`config.mk`:
```
export PLATFORM = sky130hd
export DESIGN_NAME = cdb_arbiter
export DESIGN_NICKNAME = d
export VERILOG_FILES = /design/src/rtl/cdb_arbiter.sv
export SDC_FILE = /design/constraint.sdc
export NUM_CORES = 1
export LEC_CHECK = 0
export CAP_MARGIN = 20
export CORE_AREA = 2 2 96 98
export CTS_BUF_LIST = sky130_fd_sc_hd__clkbuf_2
export DETAILED_ROUTE_END_ITERATION = 7
export DIE_AREA = 0 0 98 100
export HOLD_SLACK_MARGIN = 0.12
export PLACE_DENSITY_LB_ADDON = 0.08
export SYNTH_ARGS = -nofsm -noshare
export SYNTH_HDL_FRONTEND = slang
export SYNTH_SLANG_ARGS = --single-unit
```
`constraint.sdc`:
```
create_clock -name clk -period 4.45 [get_ports clk]
set_clock_uncertainty 0.2 [all_clocks]
set_input_delay 0.89 -clock clk [delete_from_list [all_inputs] [get_ports clk]]
set_output_delay 0.89 -clock clk [all_outputs]
set_load 0.01 [all_outputs]
```
`src/rtl/cdb_arbiter.sv`:
```
// cdb_arbiter: round-robin arbiter that picks one full functional-unit result
// per cycle and broadcasts it on the CDB one cycle later.
//
// Ports:
//   clk                in   clock
//   rst                in   asynchronous, active-high reset
//   fu_full[NUM_FU]    in   unit i holds a completed result
//   fu_result[NUM_FU]  in   result entry of unit i (valid while fu_full[i])
//   fu_dequeue[NUM_FU] out  one-hot grant, combinational (forced 0 in reset)
//   cdb_valid          out  registered broadcast valid
//   cdb_out            out  registered broadcast entry
//   cdb_fu_idx         out  registered index of the producing unit
//   perf_grant_cnt     out  per-unit saturating grant count (CDB_ARB_PERF_CNT_EN)
//   perf_conflict_cnt  out  saturating count of cycles with >=2 units full
//                           (CDB_ARB_PERF_CNT_EN)
//
// Optional feature macro: CDB_ARB_PERF_CNT_EN (performance counters).

package cdb_arbiter_pkg;
   typedef struct packed {
      logic        valid;
      logic [5:0]  rob_tag;
      logic [6:0]  preg;
      logic [31:0] value;
      logic        exc;
   } cdb_entry_t;
endpackage

module cdb_arbiter
   import cdb_arbiter_pkg::*;
#(
   parameter  int unsigned NUM_FU = 4,
   localparam int unsigned PTR_W  = (NUM_FU > 1) ? $clog2(NUM_FU) : 1
) (
   input  logic                   clk,
   input  logic                   rst,
   input  logic [NUM_FU-1:0]      fu_full,
   input  cdb_entry_t [NUM_FU-1:0] fu_result,
   output logic [NUM_FU-1:0]      fu_dequeue,
   output logic                   cdb_valid,
   output cdb_entry_t             cdb_out,
   output logic [PTR_W-1:0]       cdb_fu_idx
`ifdef CDB_ARB_PERF_CNT_EN
   ,
   output logic [NUM_FU-1:0][31:0] perf_grant_cnt,
   output logic [31:0]            perf_conflict_cnt
`endif
);

   localparam int unsigned LAST_IDX = NUM_FU - 1;

   logic [PTR_W-1:0] rr_ptr;
   logic [PTR_W-1:0] gnt_idx;
   logic             gnt_found;
   int unsigned      scan_idx;

   // Grant: first full unit scanning upward from rr_ptr with wrap-around.
   always_comb begin
      gnt_found  = 1'b0;
      gnt_idx    = '0;
      scan_idx   = 0;
      fu_dequeue = '0;
      for (int unsigned k = 0; k < NUM_FU; k++) begin
         scan_idx = (32'(rr_ptr) + k) % NUM_FU;
         if (!gnt_found && fu_full[PTR_W'(scan_idx)]) begin
            gnt_found = 1'b1;
            gnt_idx   = PTR_W'(scan_idx);
         end
      end
      if (gnt_found && !rst) begin
         fu_dequeue[gnt_idx] = 1'b1;
      end
   end

   // Broadcast register and round-robin pointer.
   always_ff @(posedge clk or posedge rst) begin
      if (rst) begin
         cdb_valid  <= 1'b0;
         cdb_out    <= '0;
         cdb_fu_idx <= '0;
         rr_ptr     <= '0;
      end else if (gnt_found) begin
         cdb_valid  <= 1'b1;
         cdb_out    <= fu_result[gnt_idx];
         cdb_fu_idx <= gnt_idx;
         if (32'(gnt_idx) == LAST_IDX) begin
            rr_ptr <= '0;
         end else begin
            rr_ptr <= gnt_idx + PTR_W'(1);
         end
      end else begin
         cdb_valid <= 1'b0;
         cdb_out   <= '0;
      end
   end

`ifdef CDB_ARB_PERF_CNT_EN
   // Saturating performance counters.
   always_ff @(posedge clk or posedge rst) begin
      if (rst) begin
         perf_grant_cnt    <= '0;
         perf_conflict_cnt <= '0;
      end else begin
         for (int unsigned i = 0; i < NUM_FU; i++) begin
            if (fu_dequeue[i] && (perf_grant_cnt[i] != 32'hFFFF_FFFF)) begin
               perf_grant_cnt[i] <= perf_grant_cnt[i] + 32'd1;
            end
         end
         if (($countones(fu_full) >= 2) && (perf_conflict_cnt != 32'hFFFF_FFFF)) begin
            perf_conflict_cnt <= perf_conflict_cnt + 32'd1;
         end
      end
   end
`endif

endmodule

```
==> results.yml <==
cells_and_area:
  layout_common_cells: "247 x clkdlybuf4s50_1, 95 x mux2i_1, 52 x dfrtp_1"
  num_antenna_cells: 0
  final_util_pct: 61.8
  design_area_um2: 5500
  layout_commonest_cell: "clkdlybuf4s50_1"
  nFillCells: 751
  layout-drive-gt1-share_pct: 3.68
  syn_to_final_growth_pct: 87.9
  nets: 689
place:
  gp_congestion: 0.782
  port-buffer-count: 247
  dpl_cell_area_um2: 5450
  dp_hpwl_mm: 8.15
global_route:
  grt_max_degree: 81
  grt_overflow: 0
  grt_first_pass_wirelength_mm: 15.7
  grt_antenna_before_repair: 0
  grt.total_usage_pct: 20.2
  grt_pass1_vias: 3062
logic_synthesis:
  ys_ff_latch: 52
  syn_nets: 449
  synth_edf_count: 0
  syn_avg_cell_area_um2: 11.7
  ys.flop_type: "dfrtp_1"
  yosys_warnings: 0
  syn-cell-area_um2: 2930
  yosysSeqAreaShare_pct: 44.5
  async_flop_share_pct: 100
  syn_inst: 251
  synthDistinctLibCells: 21
setup_path:
  endpoint_kind: "output port"
  critPathRequiredTime_ns: 3.36
  cp_common_cell: "clkdlybuf4s50_1"
  regToRegSetupSlack_ns: 2.01
  reg2reg_from: "rr_ptr[1]"
  path_class: "in -> out"
  worstPathMaxFanout: 7
  path_cells: "clkdlybuf4s50_1, mux2i_1, a211o_4, inv_1, ha_1, and3_1, clkdlybuf4s50_1"
  slowest_stage: "clkdlybuf4s50_1"
  r2r_end: "cdb_out[40]"
  crit_path_start_kind: "input pin"
  reg2reg_depth: 6
  worstPathArrival_ns: 3.01
  cpPeakStageDelay_ns: 0.62
worst_hold_path:
  hold_start: "cdb_fu_idx[1]"
  hp-class: "reg -> reg"
  holdPathEnd: "cdb_fu_idx[1]"
  worstHoldPathCells: 2
clocking:
  cts.htree.levels: 2
  cts-root-buf: "clkbuf_2"
  post_cts_buffers: 0
  clkSlewWorstSetupHoldPaths_ns: 0.24
  holdBufCountCts: 0
  cts_tree: "built"
  cts_resized: 0
  cts_sinks: 52
  numCtsBuffers: 5
  clk-insertion-delay-late_ns: 0.41
  clockBufferDepth: 2
sta:
  finalHoldViolations: 0
  max_freq_ghz: 0.244
  finalSetupViolations: 0
  setup_tns_ns: 0
  worst_pin_slew_ns: 0.666
  rsz0062_at_grt: "no"
  relSlewSlack_pct: 55.6
  fin_crit_ns: 4.10
  slew_viol_final: 0
  fin_crit_sh_pct: 92.1
die:
  die_area_um2: 9800
  core-area_um2: 8890
  die_h_um: 100
  die_w_um: 98
  start_util_pct: 32.9
  fp-row-count: 35
  ios: 248
detailed_routing:
  drc: 0
  vias_per_cell: 4.95
  via_count: 2970
  routed_wl_mm: 10.3
  drt_iter0_drc: 60
  ant_nets: 0
  firstDrtPassIters: 4
  wl_per_cell_um: 17.2
pwr:
  p_leak_nw: 2.44
  powerDensity_nw_per_um2: 425
  ir_drop_mv: 0.229
run:
  maxCapViolCount: 0
run_status:
  status: "finished, final reports clean"
[layer usage]
layer / GRT usage, % / vias to the layer above / routed length, um / part of all wire (%)
li1: - / 1419 / - / -
met2: 38.1 / 153 / 5420 / 53
met4: 5.66 / 0 / 210 / 2.0
met5: 0 / - / 0 / 0
met1: 21.5 / 1384 / 3700 / 36
met3: 7.03 / 14 / 962 / 9.3
[critical path: cells and delay by family]
family | cells | cell delay, ns
mux | 1 | 0.14
fa+ha+maj | 1 | 0.17
buf+inv | 3 | 1.28
simple gates | 1 | 0.14
compound gates | 1 | 0.38
[Yosys cell counts (2+ instances only)]
master | number | area [um^2]
nor2_1 | 2 | 7.51
buf_4 | 4 | 30.0
buf_6 | 8 | 90.1
and3_1 | 4 | 25.0
mux2i_1 | 95 | 951
a21oi_1 | 4 | 20.0
buf_2 | 2 | 10.0
clkbuf_1 | 5 | 18.8
o22ai_1 | 49 | 307
ha_1 | 4 | 50.1
dfrtp_1 | 52 | 1300
inv_1 | 4 | 15.0
nand2_1 | 10 | 37.5
[layout make-up]
class                   count  area, um^2  share of cell area, %
clock buffers               5        25.0                  0.455
repair buffers            254        2540                   46.3
inverters                   5        18.8                  0.341
flip-flops and latches     52        1300                   23.7
well taps                 111         139                   2.53
multi-input cells         173        1470                   26.7
[worst max-delay path by stage]
stage / startpoint / cells past startpoint / end
after floorplan: rst / 2 / fu_dequeue[1]
after global placement: fu_full[1] / 8 / fu_dequeue[2]
after detailed placement: fu_full[0] / 6 / cdb_out[21]
after CTS: fu_full[1] / 8 / fu_dequeue[3]
after global routing: fu_full[1] / 8 / fu_dequeue[3]
final: fu_full[1] / 7 / fu_dequeue[3]
[cells by family (layout without fill, tap and decap cells)]
logic type / after synthesis / in the layout / share of synthesized area [%]
AOI/OAI and AO/OA: 56 / 56 / 12.1
adders and majority gates: 4 / 4 / 1.71
buffers and inverters: 26 / 264 / 6.11
DFF: 52 / 52 / 44.5
muxes: 95 / 95 / 32.5
and+or+nand+nor: 18 / 18 / 3.08
[stage by stage]
step	hold WS (ns)	worst slack, ns	cells	total power, mW
floorplan	0.315	0.979	251	1.50
global placement	0.262	0.445	594	2.17
detailed placement	0.266	0.294	594	2.20
CTS	0.316	0.336	599	2.37
global route	0.367	0.241	600	2.49
finish	0.317	0.350	600	2.34
[flip-flops by register name, summed over array words and instances (netlist names)]
register	flops
cdb_out	47
cdb_fu_idx	2
rr_ptr	2
cdb_valid	1
[power breakdown]
| group | internal (mW) | switching (mW) | leakage (nW) |
|---|---|---|---|
| sequential | 0.664 | 0.0728 | 0.626 |
| combinational | 0.800 | 0.635 | 1.79 |
| clock | 0.0301 | 0.137 | 0.0208 |
| total | 1.49 | 0.844 | 2.44 |
(Power assumes the default switching activity.)
